$ cat src/rtl/gb_audio_pkg.sv
// -----------------------------------------------------------------------------
// gb_audio_pkg
// Shared constants and types for the Game Boy audio output path.
//   GB_CLK_DIV     : default clk cycles per BCLK half-period
//   GB_SAMPLE_BITS : default audio sample width
//   GB_SLOT_BITS   : default BCLKs per I2S channel slot
//   sample_t       : signed 16-bit audio sample as produced by the core
//   cnt_width()    : counter width helper that never returns zero
// Build option consumed by users of this package: GB_I2S_MONO_MIX_EN.
// -----------------------------------------------------------------------------
package gb_audio_pkg;

    localparam int GB_CLK_DIV     = 2;
    localparam int GB_SAMPLE_BITS = 16;
    localparam int GB_SLOT_BITS   = 32;

    typedef logic signed [15:0] sample_t;

    // Width needed to count 0..n-1; a count range of one still gets one bit.
    function automatic int cnt_width(input int n);
        return (n > 1) ? $clog2(n) : 1;
    endfunction

endpackage

$ cat src/rtl/gb_i2s_bclk_gen.sv
// -----------------------------------------------------------------------------
// gb_i2s_bclk_gen
// Bit-clock generator for the I2S transmitter. A divider counts 0..CLK_DIV-1
// and toggles the registered BCLK each time it wraps.
// Ports:
//   clk  in  : system clock (clk_gb domain)
//   rst  in  : synchronous active-high reset
//   bclk out : registered bit clock
//   fall out : one-clk strobe, high in the cycle whose closing edge drives
//              bclk from 1 to 0, so consumers registering on that same edge
//              change in step with the falling BCLK
// Parameters:
//   CLK_DIV : clk cycles per BCLK half-period (>= 1)
// -----------------------------------------------------------------------------
module gb_i2s_bclk_gen
    import gb_audio_pkg::*;
#(
    parameter int CLK_DIV = GB_CLK_DIV
) (
    input  logic clk,
    input  logic rst,
    output logic bclk,
    output logic fall
);

    localparam int                DIV_W    = cnt_width(CLK_DIV);
    localparam logic [DIV_W-1:0]  DIV_LAST = DIV_W'(CLK_DIV - 1);

    logic [DIV_W-1:0] div_cnt_r;
    logic             bclk_r;
    logic             wrap_s;

    // Divider terminal count and the derived fall strobe.
    always_comb begin
        wrap_s = 1'b0;
        fall   = 1'b0;
        if (div_cnt_r == DIV_LAST) begin
            wrap_s = 1'b1;
        end else begin
            wrap_s = 1'b0;
        end
        // bclk_r is 1 here, so the wrap edge takes it to 0.
        fall = wrap_s & bclk_r;
    end

    // Divider counter and BCLK register.
    always_ff @(posedge clk) begin
        if (rst) begin
            div_cnt_r <= {DIV_W{1'b0}};
            bclk_r    <= 1'b0;
        end else if (wrap_s) begin
            div_cnt_r <= {DIV_W{1'b0}};
            bclk_r    <= ~bclk_r;
        end else begin
            div_cnt_r <= div_cnt_r + DIV_W'(1);
        end
    end

    assign bclk = bclk_r;

endmodule

$ cat src/rtl/gb_i2s_tx.sv
// -----------------------------------------------------------------------------
// gb_i2s_tx
// Philips I2S master transmitter for the Game Boy core's stereo audio. Generates
// BCLK and LRCLK, latches one stereo pair per frame and shifts it out MSB first,
// each sample left-justified in its slot and zero padded.
// Ports:
//   clk        in  : system clock (clk_gb)
//   rst        in  : synchronous active-high reset
//   left       in  : signed left sample, only sampled on the latch strobe
//   right      in  : signed right sample, only sampled on the latch strobe
//   sample_req out : one-clk pulse on the cycle the inputs are latched
//   i2s_bclk   out : bit clock
//   i2s_lrclk  out : word select, 0 = left, 1 = right (leads data by one BCLK)
//   i2s_sdata  out : serial data, MSB first, changes with BCLK falling
// Parameters: CLK_DIV, SAMPLE_BITS, SLOT_BITS (SLOT_BITS >= SAMPLE_BITS).
// Build option: GB_I2S_MONO_MIX_EN - both channels carry the floor average of
// left and right. Frame timing is identical with and without it.
// -----------------------------------------------------------------------------
module gb_i2s_tx
    import gb_audio_pkg::*;
#(
    parameter int CLK_DIV     = GB_CLK_DIV,
    parameter int SAMPLE_BITS = GB_SAMPLE_BITS,
    parameter int SLOT_BITS   = GB_SLOT_BITS
) (
    input  logic                          clk,
    input  logic                          rst,
    input  logic signed [SAMPLE_BITS-1:0] left,
    input  logic signed [SAMPLE_BITS-1:0] right,
    output logic                          sample_req,
    output logic                          i2s_bclk,
    output logic                          i2s_lrclk,
    output logic                          i2s_sdata
);

    localparam int               FRAME_BITS = 2 * SLOT_BITS;
    localparam int               CNT_W      = cnt_width(FRAME_BITS);
    localparam logic [CNT_W-1:0] CNT_LAST   = CNT_W'(FRAME_BITS - 1);
    localparam logic [CNT_W-1:0] CNT_SLOT   = CNT_W'(SLOT_BITS);
    localparam logic [CNT_W-1:0] CNT_SAMPLE = CNT_W'(SAMPLE_BITS);

    logic                   fall_s;
    logic                   bclk_s;

    logic [CNT_W-1:0]       bit_cnt_r;
    logic [SAMPLE_BITS-1:0] left_hold_r;
    logic [SAMPLE_BITS-1:0] right_hold_r;
    logic                   lrclk_r;
    logic                   sdata_r;
    logic                   req_r;

    logic [CNT_W-1:0]       bit_nxt_s;
    logic [CNT_W-1:0]       bit_ahead_s;
    logic [CNT_W-1:0]       idx_s;
    logic                   chan_s;
    logic                   latch_s;
    logic                   lrclk_nxt_s;
    logic [SAMPLE_BITS-1:0] word_s;
    logic [SAMPLE_BITS-1:0] shifted_s;
    logic                   sdata_nxt_s;
    logic [SAMPLE_BITS-1:0] load_left_s;
    logic [SAMPLE_BITS-1:0] load_right_s;

    gb_i2s_bclk_gen #(
        .CLK_DIV (CLK_DIV)
    ) u_bclk_gen (
        .clk  (clk),
        .rst  (rst),
        .bclk (bclk_s),
        .fall (fall_s)
    );

`ifdef GB_I2S_MONO_MIX_EN
    // Floor average of two signed samples; one extra bit makes overflow impossible.
    function automatic logic [SAMPLE_BITS-1:0] mono_mix(
        input logic [SAMPLE_BITS-1:0] a,
        input logic [SAMPLE_BITS-1:0] b
    );
        logic [SAMPLE_BITS:0] sum;
        sum = {a[SAMPLE_BITS-1], a} + {b[SAMPLE_BITS-1], b};
        // Dropping the LSB of the sign-extended sum is an arithmetic shift by one.
        return sum[SAMPLE_BITS:1];
    endfunction

    // Mono build: both channels load the mixed value.
    always_comb begin
        load_left_s  = mono_mix(left, right);
        load_right_s = load_left_s;
    end
`else
    // Stereo build: channels load independently.
    always_comb begin
        load_left_s  = left;
        load_right_s = right;
    end
`endif

    // Frame position after the coming fall event, and one bit beyond for LRCLK.
    always_comb begin
        bit_nxt_s   = {CNT_W{1'b0}};
        bit_ahead_s = {CNT_W{1'b0}};
        idx_s       = {CNT_W{1'b0}};
        chan_s      = 1'b0;
        latch_s     = 1'b0;
        lrclk_nxt_s = 1'b0;
        if (bit_cnt_r == CNT_LAST) begin
            bit_nxt_s = {CNT_W{1'b0}};
        end else begin
            bit_nxt_s = bit_cnt_r + CNT_W'(1);
        end
        if (bit_nxt_s == CNT_LAST) begin
            bit_ahead_s = {CNT_W{1'b0}};
            latch_s     = 1'b1;
        end else begin
            bit_ahead_s = bit_nxt_s + CNT_W'(1);
            latch_s     = 1'b0;
        end
        if (bit_nxt_s >= CNT_SLOT) begin
            chan_s = 1'b1;
            idx_s  = bit_nxt_s - CNT_SLOT;
        end else begin
            chan_s = 1'b0;
            idx_s  = bit_nxt_s;
        end
        // Word select looks one bit ahead so it leads the data by one BCLK.
        lrclk_nxt_s = (bit_ahead_s >= CNT_SLOT);
    end

    // Serial bit for the coming slot position; padding bits are zero.
    always_comb begin
        word_s      = {SAMPLE_BITS{1'b0}};
        shifted_s   = {SAMPLE_BITS{1'b0}};
        sdata_nxt_s = 1'b0;
        if (chan_s) begin
            word_s = right_hold_r;
        end else begin
            word_s = left_hold_r;
        end
        shifted_s = word_s << idx_s;
        if (idx_s < CNT_SAMPLE) begin
            sdata_nxt_s = shifted_s[SAMPLE_BITS-1];
        end else begin
            sdata_nxt_s = 1'b0;
        end
    end

    // Serial state, holding registers and output registers; all advance on fall events.
    always_ff @(posedge clk) begin
        if (rst) begin
            bit_cnt_r    <= {CNT_W{1'b0}};
            left_hold_r  <= {SAMPLE_BITS{1'b0}};
            right_hold_r <= {SAMPLE_BITS{1'b0}};
            lrclk_r      <= 1'b0;
            sdata_r      <= 1'b0;
            req_r        <= 1'b0;
        end else if (fall_s) begin
            bit_cnt_r <= bit_nxt_s;
            lrclk_r   <= lrclk_nxt_s;
            sdata_r   <= sdata_nxt_s;
            req_r     <= latch_s;
            if (latch_s) begin
                left_hold_r  <= load_left_s;
                right_hold_r <= load_right_s;
            end
        end else begin
            req_r <= 1'b0;
        end
    end

    assign sample_req = req_r;
    assign i2s_bclk   = bclk_s;
    assign i2s_lrclk  = lrclk_r;
    assign i2s_sdata  = sdata_r;

endmodule

$ cat config.mk
export PLATFORM = sky130hd
export DESIGN_NAME = gb_i2s_tx
export DESIGN_NICKNAME = d
export VERILOG_FILES = /design/src/rtl/gb_audio_pkg.sv /design/src/rtl/gb_i2s_bclk_gen.sv /design/src/rtl/gb_i2s_tx.sv
export SDC_FILE = /design/constraint.sdc
export NUM_CORES = 1
export LEC_CHECK = 0
export CELL_PAD_IN_SITES_DETAIL_PLACEMENT = 0
export CELL_PAD_IN_SITES_GLOBAL_PLACEMENT = 1
export CORE_MARGIN = 8
export CORE_UTILIZATION = 30
export DETAILED_ROUTE_END_ITERATION = 12
export PLACE_DENSITY_LB_ADDON = 0.1
export SYNTH_ARGS = -nofsm -noshare
export SYNTH_HDL_FRONTEND = slang
export SYNTH_SLANG_ARGS = --single-unit
$ cat constraint.sdc
create_clock -name clk -period 3 [get_ports clk]
set_input_delay 0.45 -clock clk [delete_from_list [all_inputs] [get_ports clk]]
set_output_delay 0.45 -clock clk [all_outputs]
set_load 0.005 [all_outputs]
==> metrics.log, run 1 <==
[metrics] routability congestion estimate: 0.749
[metrics] gate count after technology mapping: 262
[metrics] static leakage: 0.920 nW
[metrics] net total in the final layout: 332
[metrics] number of synthesis warnings: 0
[metrics] delay of the slowest cell on the worst path: 0.58 ns
[metrics] Cells after DPL: 385
[metrics] Synthesized Nets: 298
[metrics] Synth Area in Adders: 1.19%
[metrics] outcome: finished, final reports clean
[metrics] final setup fails: 0
[metrics] initial antenna violation count: 0
[metrics] CTS tree: done
[metrics] Compound-Gate Fraction of Synth Area: 20.5%
[metrics] element type at the critical path start: flop
[metrics] combinational family with the most area after synthesis: simple AND/OR/NAND/NOR gates
[metrics] worst flop-to-flop path endpoint: i2s_sdata$_SDFFE_PP0P_
[metrics] CTS Buffer Depth: 2
[metrics] sequential-to-total area share from yosys stat: 40.8%
[metrics] end point of the critical path: i2s_sdata$_SDFFE_PP0P_
[metrics] postcts setup bufs: 0
[metrics] root buffer cell: sky130_fd_sc_hd__clkbuf_8
[metrics] endpoint kind of the worst setup timing path: flop
[metrics] mapped cell area: 0.00211 mm^2
[metrics] non-filler cells in the finished layout: 393
[metrics] global-route wire length before repair: 9.25 mm
[metrics] via count of the routed design: 1896
[metrics] slowest stage cell on the critical path: sky130_fd_sc_hd__a31oi_4
[metrics] R2R setup slack: 0.47 ns
[metrics] startpoint of the most critical register-to-register path: bit_cnt_r[0]$_SDFFE_PP0P_
[metrics] max-cap check violation count: 0
[metrics] GRT Util Overall: 11.4%
[metrics] Gates resized, CTS repair: 0
[metrics] Setup Skew: 0.00890 ns
[metrics] hold_buf cts: 0
[metrics] worst voltage drop across the vdd grid: 0.250 mV
[metrics] fraction of layout cells with a size suffix above 1: 8.42%
[metrics] final antenna diode count: 0
[metrics] via density per instance: 4.82
[metrics] setup repair after global routing missed its margin: false
[metrics] clock network latency to the later pin of the worst-skew pair: 0.30 ns
[metrics] shortest clock period the worst path allows after layout: 2.53 ns
[metrics] overflow left after global routing: 0
[metrics] initial standard-cell utilization of the core: 31.1%
[metrics] number of flops mapped to enable cells by yosys: 0
[metrics] type of the worst setup path: reg2reg
[metrics] drt first-iter violations: 44
[metrics] post-synthesis simple-gate area fraction: 22.0%
[metrics] first element of the critical path: bit_cnt_r[0]$_SDFFE_PP0P_
[metrics] CORE AREA: 0.00679 mm^2
[metrics] maximum level of the CTS H-tree: 2
[metrics] Yosys reg bits: 43
[metrics] largest fanout on the critical path: 14
[metrics] sum of negative setup slack: 0 ns
[metrics] ratio of final minimum period to clock period: 84.3%
[metrics] post-synthesis to final-layout area growth: 28.4%
[metrics] final number of hold-violating endpoints: 0
[metrics] Boundary Pins: 38
[metrics] most common cell after layout, fill and taps aside: sky130_fd_sc_hd__nand2_1
[metrics] per-cell routed wire length: 14.1 um
[metrics] parity-gate share of the synthesized area counting xor and xnor cells: 2.07%
[metrics] Synth cell types: 43
[metrics] via count of the first global-routing pass: 1848
[metrics] largest net degree at the start of global routing: 25
[metrics] Total Die Area: 0.00998 mm^2
[metrics] Max Transition Viols Final: 0
[metrics] transition at the pin with the smallest max-transition slack: 0.673 ns
[metrics] clock edge transition at the registers on the reported setup and hold paths: 0.09 ns
[metrics] number of buffers added by the clock tree synthesis step: 5
[metrics] path class of the lowest-slack min-delay path: reg2reg
[metrics] Power Density: 454 mW/mm^2
[metrics] top flip-flop cell by instance count after synthesis: sky130_fd_sc_hd__dfxtp_1
[metrics] proportion of register bits with asynchronous set or reset after synthesis: 0%
[metrics] R2R depth: 8
[metrics] commonest non-fill, non-tap cells in the layout: sky130_fd_sc_hd__nand2_1 (73), sky130_fd_sc_hd__dfxtp_1 (43), sky130_fd_sc_hd__a21oi_1 (38)
[metrics] Post-Route WL: 5.53 mm
[metrics] Clock Sinks: 43
[metrics] Detailed Place HPWL: 3.97 mm
[metrics] buffers added on ports: 37
[metrics] maximum clock frequency: 0.395 GHz
[metrics] placement row count: 30
[metrics] overall die width: 99.9 um
[metrics] crit-path cells: ha_1 > and3_4 > a31oi_4 > mux2i_1 > mux4_2 > a21oi_1 > o21ai_1 > o211ai_2
[metrics] syn_area_per_cell: 8.06 um^2
[metrics] drt first pass iters: 4
[metrics] required time at the endpoint of the critical path: 3.23 ns
[metrics] die boundary height: 99.9 um
[metrics] share of synthesized area spent on multiplexers: 8.77%
[metrics] worst max-slew margin expressed relative to the limit: 55.2%
[metrics] DRC violation count after routing: 0
[metrics] remaining antenna violation count after routing: 0
[metrics] arrival time of data at the critical path endpoint: 2.76 ns
logic make-up after synthesis:
| group | Yosys count |
|---|---|
| xor gates and xnor gates | 5 |
| and+or+nand+nor | 109 |
| AOI/OAI and AO/OA | 67 |
| muxes | 17 |
| buffers and inverters | 19 |
| adders and majority gates | 2 |
| DFF | 43 |
registers in the layout, summed over array words and instances, names as in the netlist:
signal                count
u_bclk_gen.div_cnt_r      1
i2s_lrclk                 1
i2s_sdata                 1
u_bclk_gen.bclk           1
sample_req                1
right_hold_r             16
left_hold_r              16
bit_cnt_r                 6
worst max-delay path, delay by kind of cell (launching register included):
| kind | cells | cell delay (ns) |
|---|---|---|
| muxes | 2 | 0.66 |
| DFF | 1 | 0.40 |
| and+or+nand+nor | 1 | 0.22 |
| adders and majority gates | 1 | 0.31 |
| AOI/OAI and AO/OA | 4 | 0.87 |
worst min-delay path by stage:
| stage | depth (start not counted) | endpoint | slack (ns) | from |
|---|---|---|---|---|
| finish | 2 | left_hold_r[3]$_SDFFE_PP0P_ | 0.46 | left_hold_r[3]$_SDFFE_PP0P_ |
| global placement | 2 | left_hold_r[3]$_SDFFE_PP0P_ | 0.44 | left_hold_r[3]$_SDFFE_PP0P_ |
| global route | 2 | left_hold_r[8]$_SDFFE_PP0P_ | 0.48 | left_hold_r[8]$_SDFFE_PP0P_ |
| floorplan | 2 | left_hold_r[8]$_SDFFE_PP0P_ | 0.43 | left_hold_r[8]$_SDFFE_PP0P_ |
| detailed placement | 2 | left_hold_r[9]$_SDFFE_PP0P_ | 0.45 | left_hold_r[9]$_SDFFE_PP0P_ |
| CTS | 2 | left_hold_r[9]$_SDFFE_PP0P_ | 0.46 | left_hold_r[9]$_SDFFE_PP0P_ |
layout make-up:
cell class                 instances  area, um^2
multi-input combinational        200        1150
timing repair buffer              45         443
tap                               96         120
clock buffer                       6        72.6
sequential                        43         861
clock inverter                     2        60.1
inverter                           1        3.75
fill                             738        4080
metrics by stage:
| step | area, um^2 | worst slack (ns) | utilization [%] | hold WS [ns] | power, W |
|---|---|---|---|---|---|
| floorplan | 2110 | 0.890 | - | 0.432 | 0.000647 |
| global placement | 2580 | 0.469 | 37.9 | 0.442 | 0.000711 |
| detailed placement | 2580 | 0.459 | 37.9 | 0.446 | 0.000710 |
| CTS | 2710 | 0.447 | 39.9 | 0.458 | 0.00124 |
| global route | 2710 | 0.305 | 39.9 | 0.477 | 0.00128 |
| finish | 2710 | 0.470 | 39.9 | 0.456 | 0.00123 |
routing by layer:
layer  GRT usage, %  part of all wire (%)
met1           15.7                    52
met2           17.4                    44
met3           2.49                   2.4
met4           3.14                  0.83
met5              0                     0
power by group:
group,switching [W],internal (W)
registers,0.00000864,0.000576
logic,0.0000472,0.0000629
clock network,0.000203,0.000333
total,0.000259,0.000972
synth_stat cells, drive strengths merged (2+ instances only):
cell / instances / area share (%)
nand2: 73 / 13
dfxtp: 43 / 41
a21oi: 38 / 9.0
nor2: 17 / 3.1
mux2i: 14 / 6.6
buf: 11 / 3.3
o21ai: 11 / 2.8
nand3: 9 / 2.4
clkbuf: 7 / 1.2
o211ai: 3 / 1.3
o221ai: 3 / 1.2
xor2: 3 / 1.2
a211oi: 2 / 0.71
a2bb2oi: 2 / 0.83
a31oi: 2 / 1.3
and3: 2 / 0.83
ha: 2 / 1.2
mux2: 2 / 1.1
nand4: 2 / 0.59
xnor2: 2 / 0.83
No activity file was read; power rests on OpenSTA's default activity.
==> run 2, diff against run 1 <==
==> constraint.sdc (replaced) <==
create_clock -name clk -period 2.08 [get_ports clk]
set_input_delay 0.312 -clock clk [delete_from_list [all_inputs] [get_ports clk]]
set_output_delay 0.312 -clock clk [all_outputs]
set_load 0.005 [all_outputs]
==> run 2 against run 1 <==
Maximum frequency is 29% higher. Cell area is 4.2% higher. Combinational power is 67% higher. Clock skew is 0.0034 ns lower. Sequential share of layout area is 1.3 points lower. Largest cell class unchanged. Largest power group unchanged.
==> metrics.log, run 2 (synthesis gave the netlist of run 1 again) <==
[metrics] total area of sequential cells: 861 um^2 (unchanged)
[metrics] max-cap check violation count: 0 (unchanged)
[metrics] element type at the critical path start: flop
[metrics] final number of hold-violating endpoints: 0 (unchanged)
[metrics] transition at the pin with the smallest max-transition slack: 0.251 ns (-0.422 ns)
[metrics] post-synthesis to final-layout area growth: 33.8%
[metrics] initial standard-cell utilization of the core: 31.1% (unchanged)
[metrics] largest registers: left_hold_r: 16 flops, right_hold_r: 16 flops, bit_cnt_r: 6 flops
[metrics] initial antenna violation count: 0 (unchanged)
[metrics] Total Die Area: 0.00998 mm^2 (unchanged)
[metrics] most heavily used metal layer in global routing: met2
[metrics] arrival time of data at the critical path endpoint: 2.14 ns (-0.62 ns)
[metrics] Detailed Place HPWL: 4.22 mm (+6.2%)
[metrics] setup repair after global routing missed its margin: false
[metrics] CTS Buffer Depth: 2 (unchanged)
[metrics] maximum level of the CTS H-tree: 2 (unchanged)
[metrics] buffers added on ports: 37 (unchanged)
[metrics] fraction of layout cells with a size suffix above 1: 13.5% (+5.1 points)
[metrics] worst hold slack: 0.457 ns (+0.000646 ns)
[metrics] commonest non-fill, non-tap cells in the layout: sky130_fd_sc_hd__nand2_1 (73), sky130_fd_sc_hd__dfxtp_1 (43), sky130_fd_sc_hd__a21oi_1 (37), sky130_fd_sc_hd__clkdlybuf4s50_1 (37), sky130_fd_sc_hd__buf_4 (17)
[metrics] met3 track demand over resource in global routing: 3.04% (+0.55 points)
[metrics] remaining antenna violation count after routing: 0 (unchanged)
[metrics] placement row count: 30 (unchanged)
[metrics] required time at the endpoint of the critical path: 2.27 ns (-0.96 ns)
[metrics] Filler Cells Inserted: 737 (-0.14%)
[metrics] drt first pass iters: 4 (unchanged)
[metrics] footprint of the multi-input gates: 0.00117 mm^2 (+1.5%)
[metrics] final antenna diode count: 0 (unchanged)
[metrics] setup ws final: 0.124 ns (-0.347 ns)
[metrics] post-route standard cell area excluding fillers: 0.00282 mm^2 (+4.2%)
[metrics] net total in the final layout: 346 (+4.2%)
[metrics] DRC violation count after routing: 0 (unchanged)
[metrics] final setup fails: 0 (unchanged)
[metrics] Clock Sinks: 43 (unchanged)
[metrics] clock edge transition at the registers on the reported setup and hold paths: 0.08 ns (about the same)
[metrics] maximum clock frequency: 0.511 GHz (+29%)
[metrics] path class of the lowest-slack min-delay path: reg2reg
[metrics] overall die width: 99.9 um (unchanged)
[metrics] worst max-slew margin expressed relative to the limit: 83.2% (+28 points)
[metrics] global-route track usage on met2: 18.9% (+1.5 points)
[metrics] Max Transition Viols Final: 0 (unchanged)
[metrics] met1 Resource Use GR: 15.8% (+0.12 points)
[metrics] outcome: finished, final reports clean
[metrics] die boundary height: 99.9 um (unchanged)
[metrics] Placed Instance Area: 0.00270 mm^2 (+4.7%)
[metrics] routability congestion estimate: 0.816 (+8.9%)
[metrics] ratio of final minimum period to clock period: 94.1% (+9.7 points)
[metrics] shortest clock period the worst path allows after layout: 1.96 ns (-0.573 ns)
[metrics] type of the worst setup path: reg2reg
[metrics] via density per instance: 4.67 (-3.1%)
[metrics] most common cell after layout, fill and taps aside: sky130_fd_sc_hd__nand2_1
[metrics] clock network latency to the later pin of the worst-skew pair: 0.30 ns (about the same)
[metrics] root buffer cell: sky130_fd_sc_hd__clkbuf_8
[metrics] per-cell routed wire length: 14.2 um (+0.84%)
[metrics] global-route wire length before repair: 9.68 mm (+4.7%)
[metrics] number of buffers added by the clock tree synthesis step: 5 (unchanged)
[metrics] setup slack after placement: -0.0440 ns (-0.503 ns)
[metrics] Power Density: 544 mW/mm^2 (+20%)
[metrics] Boundary Pins: 38 (unchanged)
[metrics] GRT Util Overall: 12.2% (+0.77 points)
[metrics] drt first-iter violations: 104 (+140%)
[metrics] largest fanout on the critical path: 6 (-8)
[metrics] CTS tree: done
[metrics] endpoint kind of the worst setup timing path: flop
[metrics] via count of the routed design: 1898 (+0.11%)
[metrics] worst voltage drop across the vdd grid: 0.221 mV (-12%)
[metrics] overflow left after global routing: 0 (unchanged)
[metrics] Setup Skew: 0.00554 ns (-0.00336 ns)
[metrics] via count of the first global-routing pass: 1902 (+2.9%)
[metrics] Post-Route WL: 5.76 mm (+4.2%)
[metrics] static leakage: 0.978 nW (+6.3%)
[metrics] largest net degree at the start of global routing: 44 (+76%)
[metrics] CORE AREA: 0.00679 mm^2 (unchanged)
[run 2: changes by cell type in the layout (fill, tap and decap cells not counted), sizes merged]
cell,before,now
buf,8,22
bufinv,2,0
clkbuf,6,5
clkinv,0,2
[run 2: where the power goes]
part           switching, W  total [W]  internal [W]
Sequential       0.00000823   0.000840      0.000832
Combinational     0.0000767   0.000184      0.000107
Clock              0.000283   0.000513      0.000230
Total              0.000368    0.00154       0.00117
[run 2: routing by layer]
layer,vias to the layer above,share of wire (%)
met1,864,50
met2,24,45
met5,-,0
met4,0,1.3
li1,1002,-
met3,8,3.2
[run 2: layout make-up]
cell class,instances,share of cell area (%)
Multi-Input combinational cell,200,41.3
Sequential cell,43,30.5
Timing Repair Buffer,59,20.9
Tap cell,96,4.25
Clock buffer,5,2.44
Clock inverter,2,0.487
Inverter,1,0.133
[run 2: what timing repair did]
action,CTS,global route
hold buffers,0,0
setup endpoints to repair,1,2
pin swaps,1,1
resized for setup,0,3
endpoints found under the hold margin,0,0
buffers inserted,2,0
[run 2: worst paths after layout]
path	from	to	slack [ns]	depth (start not counted)
min	left_hold_r[6]$_SDFFE_PP0P_	left_hold_r[6]$_SDFFE_PP0P_	0.46	2
max	bit_cnt_r[0]$_SDFFE_PP0P_	i2s_sdata$_SDFFE_PP0P_	0.12	9
min reg2reg	left_hold_r[6]$_SDFFE_PP0P_	left_hold_r[6]$_SDFFE_PP0P_	0.46	2
max reg2reg	bit_cnt_r[0]$_SDFFE_PP0P_	i2s_sdata$_SDFFE_PP0P_	0.12	9
[run 2: worst max-delay path, cell delays in order, from the launching register on]
cell	delay (ns)
sky130_fd_sc_hd__dfxtp_1	0.32
sky130_fd_sc_hd__ha_2	0.18
sky130_fd_sc_hd__and3_4	0.19
sky130_fd_sc_hd__a31oi_4	0.21
sky130_fd_sc_hd__buf_6	0.17
sky130_fd_sc_hd__mux2i_2	0.23
sky130_fd_sc_hd__nand2_1	0.08
sky130_fd_sc_hd__a32oi_1	0.19
sky130_fd_sc_hd__o311a_1	0.20
sky130_fd_sc_hd__o211ai_2	0.08
[run 2: per-stage QoR]
step / util (%) / cells / setup TNS (ns) / total power [W]
after global placement: 39.7 / 397 / 0 / 0.00104
after global routing: 41.6 / 406 / 0 / 0.00161
after detailed placement: 39.7 / 397 / -0.0440 / 0.00104
after CTS: 41.3 / 406 / 0 / 0.00156
final: 41.6 / 406 / 0 / 0.00154
after floorplan: - / 262 / 0 / 0.000934
==> run 3, diff against run 2 <==
--- a/config.mk
+++ b/config.mk
@@ -9,8 +9,10 @@
 export CELL_PAD_IN_SITES_GLOBAL_PLACEMENT = 1
 export CORE_MARGIN = 8
 export CORE_UTILIZATION = 30
+export CTS_CLUSTER_DIAMETER = 120
 export DETAILED_ROUTE_END_ITERATION = 12
 export PLACE_DENSITY_LB_ADDON = 0.1
+export SETUP_SLACK_MARGIN = 0.02
 export SYNTH_ARGS = -nofsm -noshare
 export SYNTH_HDL_FRONTEND = slang
 export SYNTH_SLANG_ARGS = --single-unit
==> run 3 against run 2 <==
Cell area grew 0.27%. Cell count is the same. Register-to-register slack is essentially flat. Die area is the same. Via count shrank 0.21%. Worst setup slack gained 0.0076 ns. Wire length is essentially flat. Critical path depth is the same. Largest power group unchanged.
==> metrics.log, run 3 (synthesis gave the netlist of run 1 again) <==
[metrics] maximum clock frequency: 0.513 GHz (+0.39%)
[metrics] transition at the pin with the smallest max-transition slack: 0.251 ns (+0.0000718 ns)
[metrics] path class of the lowest-slack min-delay path: reg2reg
[metrics] overflow left after global routing: 0 (unchanged)
[metrics] buffers added on ports: 37 (unchanged)
[metrics] placement row count: 30 (unchanged)
[metrics] Total Die Area: 0.00998 mm^2 (unchanged)
[metrics] routability congestion estimate: 0.816 (unchanged)
[metrics] power after layout: 0.00154 W (about the same)
[metrics] via density per instance: 4.67 (-0.21%)
[metrics] final antenna diode count: 0 (unchanged)
[metrics] GRT Util Overall: 12.2% (unchanged)
[metrics] worst max-slew margin expressed relative to the limit: 83.2% (about the same)
[metrics] outcome: finished, final reports clean
[metrics] most common cell after layout, fill and taps aside: sky130_fd_sc_hd__nand2_1
[metrics] number of buffers added by the clock tree synthesis step: 5 (unchanged)
[metrics] CTS Buffer Depth: 2 (unchanged)
[metrics] shortest clock period the worst path allows after layout: 1.95 ns (-0.00758 ns)
[metrics] final number of hold-violating endpoints: 0 (unchanged)
[metrics] clock edge transition at the registers on the reported setup and hold paths: 0.08 ns (about the same)
[metrics] static leakage: 0.977 nW (about the same)
[metrics] root buffer cell: sky130_fd_sc_hd__clkbuf_8
[metrics] largest fanout on the critical path: 6 (unchanged)
[metrics] fraction of layout cells with a size suffix above 1: 14.5% (+0.97 points)
[metrics] via count of the first global-routing pass: 1902 (unchanged)
[metrics] CTS tree: done
[metrics] element type at the critical path start: flop
[metrics] drt first pass iters: 4 (unchanged)
[metrics] maximum level of the CTS H-tree: 2 (unchanged)
[metrics] commonest non-fill, non-tap cells in the layout: sky130_fd_sc_hd__nand2_1 (73), sky130_fd_sc_hd__dfxtp_1 (42), sky130_fd_sc_hd__clkdlybuf4s50_1 (37)
[metrics] Placed Instance Area: 0.00270 mm^2 (unchanged)
[metrics] CORE AREA: 0.00679 mm^2 (unchanged)
[metrics] initial antenna violation count: 0 (unchanged)
[metrics] Filler Cells Inserted: 740 (+0.41%)
[metrics] DRC violation count after routing: 0 (unchanged)
[metrics] Max Transition Viols Final: 0 (unchanged)
[metrics] via count of the routed design: 1894 (-0.21%)
[metrics] clock network latency to the later pin of the worst-skew pair: 0.30 ns (about the same)
[metrics] footprint of the multi-input gates: 0.00117 mm^2 (+0.54%)
[metrics] arrival time of data at the critical path endpoint: 2.14 ns (about the same)
[metrics] die boundary height: 99.9 um (unchanged)
[metrics] initial standard-cell utilization of the core: 31.1% (unchanged)
[metrics] largest net degree at the start of global routing: 44 (unchanged)
[metrics] Post-Route WL: 5.76 mm (about the same)
[metrics] Setup Skew: 0.00552 ns (-0.0000200 ns)
[metrics] max-cap check violation count: 0 (unchanged)
[metrics] per-cell routed wire length: 14.2 um (about the same)
[metrics] post-route standard cell area excluding fillers: 0.00283 mm^2 (+0.27%)
[metrics] worst voltage drop across the vdd grid: 0.221 mV (about the same)
[metrics] required time at the endpoint of the critical path: 2.27 ns (about the same)
[metrics] endpoint kind of the worst setup timing path: flop
[metrics] Power Density: 543 mW/mm^2 (-0.22%)
[metrics] hold_buf cts: 0 (unchanged)
[metrics] Boundary Pins: 38 (unchanged)
[metrics] setup repair after global routing missed its margin: false
[metrics] largest registers: left_hold_r: 16 flops, right_hold_r: 16 flops, bit_cnt_r: 6 flops
[metrics] global-route wire length before repair: 9.68 mm (unchanged)
[metrics] total area of sequential cells: 862 um^2 (+0.15%)
[metrics] overall die width: 99.9 um (unchanged)
[metrics] net total in the final layout: 346 (unchanged)
[metrics] Clock Sinks: 43 (unchanged)
[metrics] type of the worst setup path: reg2reg
[metrics] final setup fails: 0 (unchanged)
[metrics] drt first-iter violations: 100 (-3.8%)
[metrics] remaining antenna violation count after routing: 0 (unchanged)
[metrics] ratio of final minimum period to clock period: 93.7% (-0.36 points)
[metrics] Detailed Place HPWL: 4.22 mm (unchanged)
[metrics] post-synthesis to final-layout area growth: 34.1%
[run 3: changes by cell type in the layout (fill, tap and decap cells not counted)]
cell	delta
sky130_fd_sc_hd__a21oi_1	-1
sky130_fd_sc_hd__a21oi_2	+1
sky130_fd_sc_hd__dfxtp_1	-1
sky130_fd_sc_hd__dfxtp_2	+1
sky130_fd_sc_hd__nor2_1	-1
sky130_fd_sc_hd__nor2_2	+1
[run 3: repair_timing]
item,CTS,global route
buffers inserted,2,0
endpoints found under the setup margin,1,7
pin swaps,1,2
resized for setup,0,6
[run 3: worst paths after layout]
check                                                  from                     endpoint  slack [ns]  depth (start not counted)
worst max-delay path              bit_cnt_r[0]$_SDFFE_PP0P_       i2s_sdata$_SDFFE_PP0P_        0.13                          9
worst min-delay path            left_hold_r[6]$_SDFFE_PP0P_  left_hold_r[6]$_SDFFE_PP0P_        0.46                          2
worst max register to register    bit_cnt_r[0]$_SDFFE_PP0P_       i2s_sdata$_SDFFE_PP0P_        0.13                          9
worst min register to register  left_hold_r[6]$_SDFFE_PP0P_  left_hold_r[6]$_SDFFE_PP0P_        0.46                          2
[run 3: final cells by class]
cell class / instances / share of cell area, %
clock inverter: 2 / 0.486
clock buffer: 5 / 2.43
timing repair buffer: 59 / 20.8
inverter: 1 / 0.133
sequential: 43 / 30.4
multi-input combinational: 200 / 41.4
tap: 96 / 4.24
[run 3: critical path: stages, from the launching register on]
cell and delay (ns):
sky130_fd_sc_hd__dfxtp_2 0.33, sky130_fd_sc_hd__ha_2 0.18, sky130_fd_sc_hd__and3_4 0.19, sky130_fd_sc_hd__a31oi_4 0.21, sky130_fd_sc_hd__buf_6 0.17, sky130_fd_sc_hd__mux2i_2 0.23
sky130_fd_sc_hd__nand2_1 0.08, sky130_fd_sc_hd__a32oi_1 0.19, sky130_fd_sc_hd__o311a_1 0.20, sky130_fd_sc_hd__o211ai_2 0.08
[run 3: power by group]
| group | internal (W) | total [W] | switching, W |
|---|---|---|---|
| clock network | 0.000230 | 0.000512 | 0.000283 |
| registers | 0.000832 | 0.000840 | 0.00000824 |
| logic | 0.000107 | 0.000185 | 0.0000772 |
| total | 0.00117 | 0.00154 | 0.000368 |
[run 3: per-layer routing]
layer  routed length (um)  part of all wire, %  track usage, %  vias up
met1                 2880                   50            15.8      859
met2                 2620                   46            18.9       24
met5                    0                    0               0        -
met3                  183                  3.2            3.04        8
met4                   75                  1.3            4.54        0
li1                     -                    -               -     1003
[run 3: per-stage QoR]
step	setup WS (ns)	TNS, ns	cells	utilization (%)	hold slack (ns)
after floorplan	0.0530	0	262	-	0.432
after global placement	0.0112	0	397	39.7	0.443
after detailed placement	-0.0440	-0.0440	397	39.7	0.449
after CTS	0.135	0	406	41.3	0.460
after global routing	0.0237	0	406	41.7	0.482
final	0.131	0	406	41.7	0.457
==> edit 1 (settings of run 1) <==
Add a define of `GB_I2S_MONO_MIX_EN`.
--- a/src/rtl/gb_i2s_tx.sv
+++ b/src/rtl/gb_i2s_tx.sv
@@ -18,2 +18,4 @@
 // -----------------------------------------------------------------------------
+`define GB_I2S_MONO_MIX_EN
+
 module gb_i2s_tx
Check against the original RTL: same outputs for any inputs over 10 cycles, from zero or initial values and one cycle with rst high; that may be too few to reach the edited logic, so the function may still have changed.
==> edit 1 against run 1 <==
  * Final area decreased by 4.0%
  * Synthesized area decreased by 1.1%
  * Via count increased by 4.0%
  * Worst setup slack improved by 0.027 ns
  * Critical path depth increased by 1
  * Largest cell class unchanged
  * Die area decreased by 0.90%
  * Routed wire length decreased by 6.4%
  * Sequential cell count decreased by 16
  * Highest routed layer unchanged
  * Clock skew decreased by 0.0029 ns
  * Core utilization decreased by 1.4 points
Power is not compared: it rests on default switching activity, and its combinational part moved more than twofold at a synthesized area within 25%.
==> edit 1: results (changes against run 1) <==
| Metric | Value |
|---|---|
| Status | finished, final reports clean |
| Largest net degree at the start of global routing | 20 (-20%) |
| Wl on met1 | 2.56 mm (-12%) |
| Signal buffers | 46 (+2.2%) |
| Post-Place Cell Area | 0.00256 mm2 (-0.83%) |
| Seq/Total Area, Yosys | 0.259 (-0.149) |
| Synth Net Count | 309 (+3.7%) |
| Buffer share of cell area | 0.168 (+0.00483) |
| Wirelength, routed | 5.17 mm (-6.4%) |
| Hold Path Sink | right_hold_r[5] |
| Final-layout clock buffer total | 3 (-3) |
| Multi-input gate count | 211 (+5.5%) |
| Slowest cell on the critical path | clkdlybuf4s50_1 |
| Share of layout cells above drive strength 1 | 0.0612 (-0.0230) |
| Most frequent cells after synthesis | nand2_1, a21oi_1, dfxtp_1 |
| Nets | 347 (+4.5%) |
| Worst-skew pair later-pin latency | 0.27 ns (-0.03 ns) |
| Cell count after synthesis | 257 (-1.9%) |
| Dominant cells by area after synthesis | dfxtp_1, ha_1, a21oi_1 |
| Total track usage | 0.112 (-0.00227) |
| Worst-case hold slack | 0.453 ns (-0.00269 ns) |
| DRT iter0 DRCs | 71 (+61%) |
| Routed WL per cell | 13.8 um (-1.7%) |
| Clk tree area frac | 0.0178 (-0.0311) |
| Worst-path fanout max | 4 (-10) |
| Worst endpoint data arrival time | 2.68 ns (-0.08 ns) |
| Drt via density | 5.27 (+9.3%) |
| Worst reg2reg path depth | 6 (-2) |
| Final instance area | 0.00260 mm2 (-4.0%) |
| Fillcell total | 730 (-1.1%) |
| HP Start | right_hold_r[5] |
| Synth Register Bits | 27 (-37%) |
| Non-clk invs | 6 (+5) |
## edit 1: cell types whose count changed in the layout (fill, tap and decap cells not counted), sizes merged, moves of 5 or more
cell   before  now
a21o        0    7
a21oi      38   29
dfxtp      43   27
ha          2   17
inv         1    6
mux2i      14    8
nand2      73   33
nand4       2    9
xnor2       2   10
## edit 1: cell families (layout without fill, tap and decap cells)
| kind of cell | after synthesis | in the layout | synth area share |
|---|---|---|---|
| buffers and inverters | 19 | 56 | 0.0443 |
| AND/OR/NAND/NOR | 95 | 95 | 0.231 |
| multiplexers | 10 | 10 | 0.0599 |
| adder cells (fa/ha/maj) | 18 | 18 | 0.111 |
| flip-flops | 27 | 27 | 0.259 |
| XOR/XNOR | 14 | 14 | 0.0677 |
| AO/OA/AOI/OAI | 74 | 74 | 0.227 |
## edit 1: worst min-delay path, cell delays in order, from the launching register on
cell,delay [ns]
dfxtp_1,0.32
nand2_1,0.05
a21oi_1,0.05
## edit 1: worst max-delay path by stage
stage               startpoint               end  slack [ns]  cells after the start
floorplan              left[7]  right_hold_r[12]        0.79                      8
global placement       left[0]  right_hold_r[13]        0.19                      9
detailed placement     left[0]  right_hold_r[11]        0.18                      9
CTS                    left[0]  right_hold_r[11]        0.48                      9
global route           left[0]  right_hold_r[11]        0.23                      9
finish                 left[0]  right_hold_r[11]        0.50                      9
## edit 1: power groups by stage
| stage | registers (mW) | clock network [mW] | logic [mW] |
|---|---|---|---|
| detailed placement | 0.379 | 0 | 0.242 |
| global placement | 0.379 | 0 | 0.244 |
| CTS | 0.371 | 0.218 | 0.243 |
| global route | 0.372 | 0.233 | 0.272 |
| floorplan | 0.378 | 0 | 0.145 |
| finish | 0.371 | 0.211 | 0.240 |
==> edit 2 (config.mk and constraints of run 1) <==
Without the edit above. Put one more register stage on the output `i2s_sdata`, cleared by the reset. The value now appears one clock later. The other outputs are not delayed to match.
--- a/src/rtl/gb_i2s_tx.sv
+++ b/src/rtl/gb_i2s_tx.sv
@@ -172,3 +172,9 @@
     assign i2s_lrclk  = lrclk_r;
-    assign i2s_sdata  = sdata_r;
+    always_ff @(posedge clk) begin
+        if (rst) begin
+            i2s_sdata <= '0;
+        end else begin
+            i2s_sdata <= sdata_r;
+        end
+    end
 
Behaviour: same outputs for any inputs over 10 cycles, from zero or initial values and one cycle with rst high; that may be too few to reach the edited logic, so the function may still have changed.
==> edit 2 against run 1 <==
  * Worst setup slack worse by 0.0013 ns
  * Routed wire length down 1.1%
  * Final area up 1.1%
  * Synthesized area up 1.8%
  * Synthesized cell count up 2.7%
  * Largest cell class unchanged
  * First-iteration DRC count up 2.3%
  * Sequential cell count up 1
  * Critical path depth down 1
  * Maximum frequency about the same
  * Total power down 4.5%
==> edit 2: results (changes against run 1) <==
| Metric | Value |
|---|---|
| Seq Cell Count | 44 (+2.3%) |
| Clk tree area frac | 0.0407 (-0.00828) |
| Post-Place Cell Area | 0.00263 mm2 (+1.9%) |
| Synth Net Count | 305 (+2.3%) |
| Final clock skew | 0.00314 ns (-0.00577 ns) |
| Sequential share of cell area | 0.322 (+0.00397) |
| Worst-path fanout max | 11 (-3) |
| Layout area overhead | 27.5% |
| Wirelength, routed | 5.46 mm (-1.1%) |
| Vias in the first global route | 1869 (+1.1%) |
| Via count | 1869 (-1.4%) |
| Multi-input gate share of the layout cell area | 0.425 (+0.00103) |
| Leak pwr | 0.881 nW (-4.2%) |
| Status | finished, final reports clean |
| DRT iter0 DRCs | 45 (+2.3%) |
| Global-route wire length before repair | 9.05 mm (-2.1%) |
| Fillcell total | 765 (+3.7%) |
| Gp weighted congestion | 0.835 (+12%) |
| Worst endpoint data arrival time | 2.72 ns (-0.04 ns) |
| VDD IR max | 0.137 mV (-45%) |
| Cell count after synthesis | 269 (+2.7%) |
| Placement Setup Slack | 0.463 ns (+0.00332 ns) |
| Non-clk invs | 4 (+3) |
| Rel. slew slack | 0.603 (+0.0519) |
| Seq/Total Area, Yosys | 0.410 (+0.00219) |
| Final-layout clock buffer total | 5 (-1) |
| Synth unique cells | 46 (+7.0%) |
| Dominant cells by area after synthesis | dfxtp_1, nand2_1, a21oi_1 |
| Share of layout cells above drive strength 1 | 0.0954 (+0.0112) |
edit 2: cell count changes after synthesis, sizes merged, moves of 3 or more:
cell	change
clkbuf	+3
mux2i	-4
nand3	-3
inv	+3
buf	-3
mux2	+3
nand2	+8
nor2	-5
nor3	+5
edit 2: kinds of logic after synthesis:
kind of cell | Yosys count | synth area share
adder cells (fa/ha/maj) | 2 | 0.0116
multiplexers | 15 | 0.0728
XOR/XNOR | 5 | 0.0204
AND/OR/NAND/NOR | 117 | 0.249
AO/OA/AOI/OAI | 64 | 0.188
flip-flops | 44 | 0.410
buffers and inverters | 22 | 0.0478
edit 2: layer usage:
| metal | wire [um] | track usage |
|---|---|---|
| met5 | 0 | 0 |
| met4 | 58 | 0.0384 |
| met3 | 190 | 0.0304 |
| met2 | 2460 | 0.174 |
| met1 | 2760 | 0.146 |
edit 2: critical path, stage by stage (launching register included):
cell     delay, ns
dfxtp_1       0.46
ha_1          0.35
nand3_2       0.16
o21ai_2       0.52
mux2_2        0.40
o21ai_0       0.16
a22oi_1       0.11
a32o_1        0.26
edit 2: worst paths after layout:
check | start | slack [ns] | endpoint | depth (start not counted)
setup / recovery | bit_cnt_r[0] | 0.47 | sdata_r | 7
hold / removal | left_hold_r[6] | 0.46 | left_hold_r[6] | 2
hold reg to reg | left_hold_r[6] | 0.46 | left_hold_r[6] | 2
setup reg to reg | bit_cnt_r[0] | 0.47 | sdata_r | 7
edit 2: power breakdown:
group / switching (mW) / total, mW / internal, mW
combinational: 0.0515 / 0.119 / 0.0680
sequential: 0.0112 / 0.601 / 0.590
clock: 0.208 / 0.455 / 0.246
total: 0.271 / 1.18 / 0.904
